## src/rtl/sqrt_arb_pkg.sv

```systemverilog
// Shared types and constants for the square-root arbiter slice: FSM encoding,
// default sizing and the fixed requester index assignment.
package sqrt_arb_pkg;

    typedef enum logic [1:0] {
        IDLE = 2'd0,
        LOAD = 2'd1,
        RUN  = 2'd2,
        RESP = 2'd3
    } state_t;

    localparam int DEF_NREQ  = 3;
    localparam int DEF_NBITS = 21;

    // Per-frame requesters sit at low indices so fixed priority favours them.
    localparam int REQ_AD   = 0;
    localparam int REQ_BC   = 1;
    localparam int REQ_ITER = 2;

endpackage

```

## src/rtl/sqrt_arbiter_if.sv

```systemverilog
// Requester-side bus of the square-root arbiter, with master (requesters)
// and slave (arbiter) views.
interface sqrt_arbiter_if import sqrt_arb_pkg::*; #(
    parameter int NREQ  = DEF_NREQ,
    parameter int NBITS = DEF_NBITS
);
    localparam int MBITS = (NBITS + 1) / 2;

    // req[i] is a one-cycle pulse with no ready: the arbiter always absorbs
    // it into slot i (overwriting). resp_valid is a one-hot single-cycle pulse
    // with no backpressure; resp_data holds until the next response.
    logic [NREQ-1:0]       req;
    logic [NREQ*NBITS-1:0] req_data;
    logic [NREQ-1:0]       pending;
    logic                  busy;
    logic [NREQ-1:0]       resp_valid;
    logic [MBITS-1:0]      resp_data;
    state_t                dbg_state;

    modport master (
        output req, req_data,
        input  pending, busy, resp_valid, resp_data, dbg_state
    );

    modport slave (
        input  req, req_data,
        output pending, busy, resp_valid, resp_data, dbg_state
    );

endinterface

```

## src/rtl/sqrt_iter.sv

```systemverilog
// Bit-serial floor square root: after a start pulse it resolves one result
// bit per cycle, MSB first, for exactly MBITS cycles.
module sqrt_iter #(
    parameter int NBITS = 21
) (
    input  logic                         clk,
    input  logic                         rst_n,
    input  logic                         i_start,
    input  logic [NBITS-1:0]             i_operand,
    output logic [(NBITS+1)/2-1:0]       o_root_nxt,
    output logic                         o_last
);
    localparam int MBITS = (NBITS + 1) / 2;
    localparam int BW    = (MBITS > 1) ? $clog2(MBITS) : 1;

    logic               r_run;
    logic [BW-1:0]      r_bit;
    logic [MBITS-1:0]   r_ans;
    logic [NBITS-1:0]   r_op;

    logic [MBITS-1:0]   w_trial;
    logic [2*MBITS-1:0] w_trial_ext;
    logic [2*MBITS-1:0] w_sq;
    logic [2*MBITS-1:0] w_op_ext;

    // Square and compare at full 2*MBITS width so no operand bit is lost.
    assign w_trial     = r_ans | (MBITS'(1) << r_bit);
    assign w_trial_ext = (2*MBITS)'(w_trial);
    assign w_sq        = w_trial_ext * w_trial_ext;
    assign w_op_ext    = (2*MBITS)'(r_op);
    assign o_root_nxt  = (w_sq <= w_op_ext) ? w_trial : r_ans;
    assign o_last      = r_run && (r_bit == '0);

    always_ff @(posedge clk or negedge rst_n) begin
        if (!rst_n) begin
            r_run <= 1'b0;
            r_bit <= '0;
            r_ans <= '0;
            r_op  <= '0;
        end else if (i_start) begin
            r_run <= 1'b1;
            r_bit <= BW'(MBITS - 1);
            r_ans <= '0;
            r_op  <= i_operand;
        end else if (r_run) begin
            r_ans <= o_root_nxt;
            if (r_bit == '0) begin
                r_run <= 1'b0;
            end else begin
                r_bit <= r_bit - 1'b1;
            end
        end
    end

endmodule

```

## src/rtl/sqrt_arbiter.sv

```systemverilog
// Shares one bit-serial square-root unit among NREQ requesters with one
// buffered slot each. SQRT_ARB_RR_EN selects round-robin; otherwise fixed priority.
module sqrt_arbiter import sqrt_arb_pkg::*; #(
    parameter int NREQ  = DEF_NREQ,
    parameter int NBITS = DEF_NBITS
) (
    input  logic          clk,
    input  logic          rst_n,
    sqrt_arbiter_if.slave bus
);
    localparam int MBITS = (NBITS + 1) / 2;
    localparam int IW    = $clog2(NREQ);

    state_t            r_state;
    state_t            w_state_nxt;
    logic [NREQ-1:0]   r_pending;
    logic [NBITS-1:0]  r_slot [NREQ];
    logic [IW-1:0]     r_winner;
    logic [NBITS-1:0]  r_operand;
    logic [MBITS-1:0]  r_resp_data;

    logic [IW-1:0]     w_pick;
    logic              w_pick_vld;
    logic              w_grant;
    logic              w_start;
    logic              w_busy;
    logic [NREQ-1:0]   w_resp_valid;
    logic [MBITS-1:0]  w_root_nxt;
    logic              w_last;

`ifdef SQRT_ARB_RR_EN
    logic [IW-1:0]     r_last_grant;

    // Walk from the farthest candidate to the nearest so the one right after
    // the last grant is written last and wins.
    always_comb begin
        w_pick_vld = 1'b0;
        w_pick     = '0;
        for (int k = NREQ; k >= 1; k--) begin
            if (r_pending[IW'((int'(r_last_grant) + k) % NREQ)]) begin
                w_pick_vld = 1'b1;
                w_pick     = IW'((int'(r_last_grant) + k) % NREQ);
            end
        end
    end

    always_ff @(posedge clk or negedge rst_n) begin
        if (!rst_n) begin
            r_last_grant <= IW'(NREQ - 1);
        end else if (w_grant) begin
            r_last_grant <= w_pick;
        end
    end
`else
    always_comb begin
        w_pick_vld = 1'b0;
        w_pick     = '0;
        for (int i = NREQ - 1; i >= 0; i--) begin
            if (r_pending[i]) begin
                w_pick_vld = 1'b1;
                w_pick     = IW'(i);
            end
        end
    end
`endif

    always_ff @(posedge clk or negedge rst_n) begin
        if (!rst_n) begin
            r_state <= IDLE;
        end else begin
            r_state <= w_state_nxt;
        end
    end

    always_comb begin
        w_state_nxt = r_state;
        case (r_state)
            IDLE:    if (w_pick_vld) w_state_nxt = LOAD;
            LOAD:    w_state_nxt = RUN;
            RUN:     if (w_last) w_state_nxt = RESP;
            RESP:    w_state_nxt = IDLE;
            default: w_state_nxt = IDLE;
        endcase
    end

    always_comb begin
        w_grant      = (r_state == IDLE) && w_pick_vld;
        w_start      = (r_state == LOAD);
        w_busy       = (r_state != IDLE);
        w_resp_valid = (r_state == RESP) ? (NREQ'(1) << r_winner) : '0;
    end

    // A new pulse beats a same-cycle grant: the slot keeps pending with the
    // new data while the grant carries the previously buffered operand.
    always_ff @(posedge clk or negedge rst_n) begin
        if (!rst_n) begin
            r_pending <= '0;
            for (int i = 0; i < NREQ; i++) begin
                r_slot[i] <= '0;
            end
        end else begin
            for (int i = 0; i < NREQ; i++) begin
                if (bus.req[i]) begin
                    r_pending[i] <= 1'b1;
                    r_slot[i]    <= bus.req_data[i*NBITS +: NBITS];
                end else if (w_grant && (w_pick == IW'(i))) begin
                    r_pending[i] <= 1'b0;
                end
            end
        end
    end

    always_ff @(posedge clk or negedge rst_n) begin
        if (!rst_n) begin
            r_winner    <= '0;
            r_operand   <= '0;
            r_resp_data <= '0;
        end else begin
            if (w_grant) begin
                r_winner  <= w_pick;
                r_operand <= r_slot[w_pick];
            end
            if ((r_state == RUN) && w_last) begin
                r_resp_data <= w_root_nxt;
            end
        end
    end

    sqrt_iter #(.NBITS(NBITS)) u_iter (
        .clk        (clk),
        .rst_n      (rst_n),
        .i_start    (w_start),
        .i_operand  (r_operand),
        .o_root_nxt (w_root_nxt),
        .o_last     (w_last)
    );

    assign bus.pending    = r_pending;
    assign bus.busy       = w_busy;
    assign bus.resp_valid = w_resp_valid;
    assign bus.resp_data  = r_resp_data;
    assign bus.dbg_state  = r_state;

endmodule

```

## src/flat_wrapper.sv

```systemverilog
// flat-port wrapper written by rule: the top's interface ports become plain ports
module sqrt_arbiter_flat import sqrt_arb_pkg::*;
#(
    parameter int NREQ  = DEF_NREQ,
    parameter int NBITS = DEF_NBITS
)
  (clk, rst_n, bus_req, bus_req_data, bus_pending, bus_busy, bus_resp_valid, bus_resp_data, bus_dbg_state);
  sqrt_arbiter_if #(.NREQ(NREQ), .NBITS(NBITS)) bus_i ();
  input  logic clk;
  input  logic rst_n;
  input wire logic [$bits(bus_i.req)-1:0] bus_req;
  input wire logic [$bits(bus_i.req_data)-1:0] bus_req_data;
  output wire logic [$bits(bus_i.pending)-1:0] bus_pending;
  output wire logic [$bits(bus_i.busy)-1:0] bus_busy;
  output wire logic [$bits(bus_i.resp_valid)-1:0] bus_resp_valid;
  output wire logic [$bits(bus_i.resp_data)-1:0] bus_resp_data;
  output wire logic [$bits(bus_i.dbg_state)-1:0] bus_dbg_state;
  assign bus_i.req = bus_req;
  assign bus_i.req_data = bus_req_data;
  assign bus_pending = bus_i.pending;
  assign bus_busy = bus_i.busy;
  assign bus_resp_valid = bus_i.resp_valid;
  assign bus_resp_data = bus_i.resp_data;
  assign bus_dbg_state = bus_i.dbg_state;
  sqrt_arbiter #(.NREQ(NREQ), .NBITS(NBITS)) u_core (.clk(clk), .rst_n(rst_n), .bus(bus_i));
endmodule
```

## config.mk

```make
export PLATFORM = sky130hd
export DESIGN_NAME = sqrt_arbiter_flat
export DESIGN_NICKNAME = d
export VERILOG_FILES = /design/src/rtl/sqrt_arb_pkg.sv /design/src/rtl/sqrt_arbiter_if.sv /design/src/rtl/sqrt_iter.sv /design/src/rtl/sqrt_arbiter.sv /design/src/flat_wrapper.sv
export SDC_FILE = /design/constraint.sdc
export NUM_CORES = 1
export LEC_CHECK = 0
export CAP_MARGIN = 10
export CORE_MARGIN = 1
export CORE_UTILIZATION = 59
export DETAILED_ROUTE_END_ITERATION = 8
export GPL_ROUTABILITY_DRIVEN = 0
export HOLD_SLACK_MARGIN = 0.02
export PLACE_DENSITY = 0.81
export SYNTH_ARGS = -nofsm -noshare
export SYNTH_HDL_FRONTEND = slang
export SYNTH_SLANG_ARGS = --single-unit
```

## constraint.sdc

```tcl
create_clock -name clk -period 9 [get_ports clk]
set_input_delay 0.9 -clock clk [delete_from_list [all_inputs] [get_ports clk]]
set_output_delay 0.9 -clock clk [all_outputs]
set_load 0.005 [all_outputs]
```

# Word-level counts from Yosys, hierarchy flattened
# Index checks and enable logic that the tools add are counted.
[totals]
latch_bits = 0
register_bits = 139
rom_bits = 0
inputBits = 68
output_inout_bits = 20
mem_bits_rw = 0
memories = 0
[op_classes]
add_sub_neg = 1
eq_ne = 8
magnitude_cmp = 2
n_shift = 2
bitwise = 2
reduce_logical = 16
n_div = 0
mul = 1
muxes = 28
[ops]
columns = ["operator", "n"]
rows = [
  ["21-bit binary-select mux with 2-bit select", 1],
  ["21-bit 2-to-1 mux", 2],
  ["11-bit 2-to-1 mux", 3],
  ["22-bit by 21-bit <= comparator with 1-bit output", 1],
  ["11-bit by 11-bit multiplier with 22-bit output", 1],
  ["1-bit 2-to-1 mux", 12],
  ["4-bit 2-to-1 mux", 3],
  ["11-bit bitwise OR", 1],
  ["1-bit by 4-bit left shift with 11-bit output (first input constant)", 1],
  ["2-bit 2-to-1 mux", 5],
  ["2-bit nonzero test", 5],
  ["2-bit case mux with 4 select lines", 1],
  ["2-bit equality test (second input constant)", 3],
  ["1-bit logical AND", 6],
  ["2-bit by 1-bit equality test with 1-bit output (second input constant)", 2],
  ["2-bit logical NOT", 2],
  ["4-bit logical NOT", 1],
  ["2-bit by 1-bit inequality test with 1-bit output (second input constant)", 2],
  ["2-bit AND reduction", 2],
  ["4-bit by 1-bit subtractor with 4-bit output (second input constant)", 1],
  ["3-bit greater-or-equal comparator (second input constant)", 1],
  ["3-bit 2-to-1 mux", 1],
  ["2-bit NOT with 3-bit output", 1],
  ["1-bit by 2-bit left shift with 3-bit output (first input constant)", 1],
  ["2-bit inequality test (second input constant)", 1],
]

# Depth between registers and ports, before layout
# Gate-level depths: netlist (run 1).
[logic_depth]
ltp_word = 7
ltp_mapped = 30

# By module
# Synthesis (run 1) repeated with hierarchy kept, for this count alone.
[unflattened]
hier_cells = 998
area_unflattened_um2 = 10045.9
[by_module_without_submodules]
columns = ["module", "area_each_um2", "seq_area_each_um2", "cells_each", "n_inst"]
rows = [
  ["sqrt_iter", 5580.4, 925.9, 642, 1],
  ["sqrt_arbiter", 4465.5, 2552.4, 356, 1],
]

# Least setup slack after synthesis (run 1)
# OpenSTA, ideal clock, no wires.
[synth_timing]
path_type = "register -> register"
from = "reg u_core.u_iter.r_bit[0]"
to = "reg u_core.u_iter.r_ans[4]"
setup_time_ns = 0.104
arrival_ns = 7.170
synth_period_minus_slack_ns = 7.274
stages_incl_launch_ff = 29
setup_slack_ns = 1.726
cell_sequence = "dfrtp_1 > inv_1 > ha_1 > a21o_1 > clkbuf_1 > inv_1 > nor2_1 > fa_1 > fa_1 > fa_1 > fa_1 > inv_1 > fa_1 > inv_1 > ha_1 > o21a_1 > o21a_1 > nand2_1 > a311oi_1 > or4_1 > o211ai_1 > ha_1 > a21o_1 > a211oi_1 > o21ai_1 > nor4_1 > nor2_1 > buf_2 > o41ai_2"
[synth_via]
elab_chain_cells = 7
[synth_lines]
columns = ["element", "line", "text"]
rows = [
  ["start: declaration", "sqrt_iter.sv:17", "logic [BW-1:0] r_bit;"],
  ["start signal: assignment", "sqrt_iter.sv:42", "r_bit <= BW'(MBITS - 1);"],
  ["start signal: assignment", "sqrt_iter.sv:50", "r_bit <= r_bit - 1'b1;"],
  ["1-bit by 4-bit left shift with 11-bit output *", "sqrt_iter.sv:27", "assign w_trial = r_ans | (MBITS'(1) << r_bit);"],
  ["11-bit bitwise OR *", "sqrt_iter.sv:27", ""],
  ["11-bit by 11-bit multiplier with 22-bit output", "sqrt_iter.sv:29", "assign w_sq = w_trial_ext * w_trial_ext;"],
  ["22-bit by 21-bit <= comparator with 1-bit output", "sqrt_iter.sv:31", "assign o_root_nxt = (w_sq <= w_op_ext) ? w_trial : r_ans;"],
  ["11-bit 2-to-1 mux *", "sqrt_iter.sv:31", ""],
  ["11-bit 2-to-1 mux *", "sqrt_iter.sv:45", "end else if (r_run) begin"],
  ["11-bit 2-to-1 mux *", "sqrt_iter.sv:40", "end else if (i_start) begin"],
  ["end signal: assignment", "sqrt_iter.sv:46", "r_ans <= o_root_nxt;"],
  ["end: declaration", "sqrt_iter.sv:18", "logic [MBITS-1:0] r_ans;"],
]
# Every way passes the cells marked *; elsewhere a longest branch is shown, timed or not. The select of a mux whose other input is x is not followed.
# A chain may end at the register's enable or synchronous reset.

# Worst setup path in the final report (run 1)
[layout_timing]
from = "reg u_core.u_iter.r_bit[1]"
to = "reg u_core.u_iter.r_ans[7]"
# The elaborated chain is that of the path after synthesis.

==> flow_summary.yaml, run 1 <==
synthesis:
  ys_warn_count: 0
  synthesis.nets: 1193
  ys_ff_latch: 139
  ys.flop_type: "dfrtp_1"
  ys_seq_area_share_pct: 35.5
  synth_edf_count: 0
  avgSynthCellArea_um2: 10.0
  postSynthCellCount: 980
  synth_cell_types: 60
  netlist_area_um2: 9810
  synthArstFlopShare_pct: 100
worst_setup_path:
  critPathMaxFanout: 15
  crit_path_start: "u_core.u_iter.r_bit[1]"
  critical_path.endpoint_type: "flip-flop"
  timing.rr.end: "u_core.u_iter.r_ans[7]"
  crit_top_cell: "fa_1"
  r2r_cells: 28
  reg2reg_from: "u_core.u_iter.r_bit[1]"
  critPathCapture: "u_core.u_iter.r_ans[7]"
  max_stage_delay_ns: 0.61
  startpoint_type: "flip-flop"
  critical_path_class: "flip-flop to flip-flop"
  regToRegSetupSlack_ns: 1.06
  arrival_ns: 8.25
  required_ns: 9.30
  slowest_stage: "a21oi_1"
clock_tree:
  ctsResizeCount: 0
  cts_tree: "built"
  cts_buffer_depth: 2
  clk_pin_slew_ns: 0.06
  cts.sinks: 139
  clk_latency_ns: 0.43
  clock-root-buffer: "clkbuf_16"
  cts_made_buffers: 17
  hold_buffers: 0
  htreeDepth: 4
  cts_setup_buffers: 0
floorplan:
  pin_count: 88
  die_w_um: 131
  die_h_um: 131
  dieArea_um2: 17100
  initial_core_util_pct: 61.1
  rows: 46
  placeableCoreArea_um2: 16100
sta:
  tns_ns: 0
  timing.final.hold_violations: 0
  setup_viol: 0
  tightestPinTransition_ns: 1.08
  final.period_utilization_pct: 88.2
  whs_ns: 0.452
  min_period_ns: 7.94
  clock_skew_ns: 0.0124
  max_slew_margin_pct: 27.8
  drv_slew: 0
  fin_ws_ns: 1.06
  max_freq_mhz: 126
  rsz0062_at_grt: "false"
hold_path:
  hp-class: "input port to asynchronous set/reset pin"
route:
  drt_iter0_markers: 436
  drc: 0
  wl_per_cell_um: 16.3
  viasPerCell: 5.55
  drt-total-wl_um: 20900
  routed-via-count: 7152
  firstDrtPassIters: 4
  ant_nets: 0
grt:
  grt_pass1_vias: 7357
  grt_pass1_wl_um: 36000
  grt-ovfl-total: 0
  grt_max_degree: 78
  grt.total_usage_pct: 27.5
  antenna_found_initial: 0
finish:
  fill_cells: 1123
  layout_common_cells: "139 x inv_1, 139 x dfrtp_1, 121 x nand2_1"
  antenna_cells: 0
  final_util_pct: 71.6
  layout-area-overhead-vs-synth_pct: 17.2
  final_nets: 1273
  drive_above_1_share_pct: 12.2
placement:
  port_buffers: 87
  place_ws_ns: 1.17
  dp_hpwl_um: 15600
run_status:
  outcome: "finished clean"
flow_run:
  cap_violations: 0
## area by class of cell
class	count	area, um2	area share (%)
multi-input cells	663	5650	49.2
inverters	143	537	4.67
clock buffers	19	453	3.94
repair buffers	96	940	8.18
well taps	216	270	2.35
clock inverters	12	161	1.40
flip-flops and latches	139	3480	30.3
## layer usage
layer	vias to the layer above	part of all wire, %	track usage (%)
li1	3398	-	-
met1	3454	42	35.4
met5	-	0	0
met2	251	48	44.6
met4	0	2.8	11.5
met3	49	6.8	6.60
## worst max-delay path, delay by kind of cell (launching register included)
family,cells,cell delay [ns]
adders and majority gates,8,3.34
AOI/OAI and AO/OA,9,2.10
and+or+nand+nor,5,1.23
buffers and inverters,6,0.69
DFF,1,0.44
## metrics by stage
step | cells | instance area, um2
final | 1288 | 11500
after global routing | 1288 | 11500
after CTS | 1288 | 11500
after detailed placement | 1257 | 10900
after global placement | 1257 | 10900
after floorplan | 980 | 9810
## flip-flops by register name, summed over array words and instances (netlist names)
| signal | flops |
|---|---|
| u_core.r_winner | 2 |
| u_core.bus.resp_data | 11 |
| u_core.u_iter.r_run | 1 |
| u_core.bus.pending | 3 |
| u_core.u_iter.r_ans | 11 |
| u_core.u_iter.r_bit | 4 |
| u_core.u_iter.r_op | 21 |
| u_core.r_slot | 63 |
| u_core.bus.dbg_state | 2 |
| u_core.r_operand | 21 |
## logic make-up (layout without fill, tap and decap cells)
kind of cell             count (synthesis)  in the layout  share of synthesized area, %
AO/OA/AOI/OAI                          168            168                          11.6
XOR/XNOR                                23             23                          2.05
adder cells (fa/ha/maj)                145            145                          23.4
buffers and inverters                  178            270                          6.99
flip-flops                             139            139                          35.5
multiplexers                            91             91                          10.1
AND/OR/NAND/NOR                        236            236                          10.4
## how the worst min path moves through the flow
stage                                        from                      end  slack (ns)  depth (start not counted)
after floorplan               u_core.r_operand[0]      u_core.r_operand[0]        0.44                          2
after global placement    u_core.bus.resp_data[6]  u_core.bus.resp_data[6]        0.46                          2
after detailed placement  u_core.bus.resp_data[7]  u_core.bus.resp_data[7]        0.46                          2
after CTS                                   rst_n  u_core.bus.resp_data[5]        0.46                          1
after global routing                        rst_n  u_core.bus.resp_data[5]        0.49                          1
final                                       rst_n  u_core.bus.resp_data[9]        0.45                          1
## cell usage after synthesis, types with 2 or more instances
library cell	count	area, um2
nor3b_1	5	37.5
inv_2	3	11.3
o41ai_2	6	97.6
o41ai_1	5	43.8
nand3b_1	2	15.0
mux2_2	66	743
xor2_1	4	35.0
nand2b_1	5	31.3
nor4_1	3	18.8
nor3_1	4	20.0
nand2_1	121	454
nand3_1	6	30.0
ha_1	81	1010
inv_1	139	522
mux2i_1	25	250
o211ai_1	4	30.0
xnor2_1	19	166
and3_1	2	12.5
a21oi_1	42	210
o31ai_2	4	50.1
a21oi_2	2	17.5
buf_1	6	22.5
dfrtp_1	139	3480
fa_1	64	1280
o21ai_0	52	260
a21o_1	15	113
a21boi_1	3	22.5
nand4_1	4	25.0
nor2_1	70	263
a31oi_1	2	12.5
a311oi_1	2	17.5
o21ai_1	6	30.0
o21bai_1	4	30.0
clkbuf_1	20	75.1
nor2b_1	4	25.0
and2_1	2	12.5
o21a_1	6	45.0
a211oi_1	4	30.0
buf_2	8	40.0
Power of run 1 is not shown: default switching activity piles up to over one toggle a cycle in this logic, so the estimate is an artifact.
==> run 2: changes to the inputs <==
Settings changed: CTS_CLUSTER_DIAMETER from default to 200.
==> results of run 2 <==
No change in the layout: final DEF, timing and power equal those of run 1.
Power of run 2 is left out for the same reason.
==> RTL change, RTL diff (settings of run 2) <==
Add a define of `SQRT_ARB_RR_EN`.
--- a/src/rtl/sqrt_arbiter.sv
+++ b/src/rtl/sqrt_arbiter.sv
@@ -1,5 +1,7 @@
 // Shares one bit-serial square-root unit among NREQ requesters with one
 // buffered slot each. SQRT_ARB_RR_EN selects round-robin; otherwise fixed priority.
+`define SQRT_ARB_RR_EN
+
 module sqrt_arbiter import sqrt_arb_pkg::*; #(
     parameter int NREQ  = DEF_NREQ,
     parameter int NBITS = DEF_NBITS
Check against the original RTL: not equivalent (Yosys sat finds a counterexample within 4 cycles, from zero or initial values and one cycle with rst_n low).
==> RTL change against run 2 <==
- cell area decreased by 1.5%
- sequential cell count increased by 1
- hold slack got worse by 24 ps
- area after synthesis decreased by 2.0%
- worst setup slack got worse by 460 ps
- wire length decreased by 1.7%
- critical endpoint is now u_core.u_iter.r_ans[6]
- largest cell class unchanged
Power is not shown: default switching activity piles up to over one toggle a cycle in this logic, so the estimate is an artifact.
==> RTL change: results (changes against run 2) <==
| Metric | Value |
|---|---|
| Slowest CP cell | nor2b_1 |
| Pin count of the biggest net entering global routing | 84 (+7.7%) |
| Filler cells | 1147 (+2.1%) |
| Synth unique cells | 59 (-1.7%) |
| Sequential share of the synthesized area | 0.365 (+0.0101) |
| Final Skew | 11.2 ps (-1.28 ps) |
| Worst setup path startpoint | u_core.u_iter.r_bit[0] |
| Pre-antenna DRT Iters | 5 (+1) |
| RR Endpoint | u_core.u_iter.r_ans[6] |
| Vias in the first global route | 7296 (-0.83%) |
| Share of cells above drive strength 1 | 0.124 (+0.00208) |
| Overall Global Routing Usage | 0.274 (-0.000985) |
| 1st-iter DRT viols | 536 (+23%) |
| Dpl cell area | 10700 µm² (-1.4%) |
| Outcome | finished clean |
| Met3 WL | 1.12 mm (-21%) |
| FF-to-FF setup slack | 600 ps (-460 ps) |
| Post-synth top cells | dfrtp_1, inv_1, nand2_1 |
| Post-Route M1 WL | 8.76 mm (-1.4%) |
| Slowest cell delay on critical path | 580 ps (-30 ps) |
| Post-Route WL | 20.6 mm (-1.7%) |
| First-pass GRT wire length | 35.3 mm (-1.8%) |
| Slew margin rel. | 0.281 (+0.00292) |
| Final nets | 1248 (-2.0%) |
| Reg2reg path depth | 29 (+3.6%) |
| Critical path peak fanout | 10 (-5) |
| DR vias | 7069 (-1.2%) |
| Worst Path Arrival | 8750 ps (+500 ps) |
RTL change: cell count changes after synthesis, moves of 9 or more:
cell     delta
mux2i_1    -22
a31oi_1    +25
nand2_1    -32
a21oi_1     -9
nor2_1     +15
a22oi_1    +21
o21ai_0    -16
RTL change: area by class of cell:
cell class              count  area, µm²  share of cell area
clock inverters            13        153              0.0135
well taps                 216        270              0.0239
flip-flops and latches    140       3500               0.310
multi-input cells         634       5460               0.482
inverters                 142        533              0.0471
repair buffers             98        955              0.0843
clock buffers              19        443              0.0391
RTL change: worst max-delay path, delay by kind of cell (launching register included):
family                     cells  cell delay (ps)
xor gates and xnor gates       1              100
and+or+nand+nor                5             1480
AOI/OAI and AO/OA             10             2260
buffers and inverters          5              610
adders and majority gates      8             3460
DFF                            1              400
RTL change: per-layer routing:
metal,GRT usage,vias up
met5,0,-
met4,0.109,0
li1,-,3329
met3,0.0570,54
met2,0.455,263
met1,0.352,3423
RTL change: cell families after synthesis:
logic type | count (synthesis) | share of synthesized area
and+or+nand+nor | 220 | 0.101
buffers and inverters | 170 | 0.0672
AOI/OAI and AO/OA | 164 | 0.112
adders and majority gates | 148 | 0.242
DFF | 140 | 0.365
muxes | 74 | 0.0863
xor gates and xnor gates | 28 | 0.0263
RTL change: per-stage QoR:
step | cells | setup slack, ps
floorplan | 944 | 1570
global placement | 1230 | 909
detailed placement | 1230 | 714
CTS | 1262 | 659
global route | 1262 | 55.7
finish | 1262 | 598
RTL change: worst max-delay path by stage:
stage	endpoint	slack, ps	depth (start not counted)
2_1_floorplan	u_core.u_iter.r_ans[8]	1570	30
3_3_place_gp	u_core.u_iter.r_ans[9]	910	28
3_5_place_dp	u_core.u_iter.r_ans[5]	710	29
4_1_cts	u_core.u_iter.r_ans[6]	660	29
5_1_grt	u_core.u_iter.r_ans[6]	60	31
6_report	u_core.u_iter.r_ans[6]	600	29
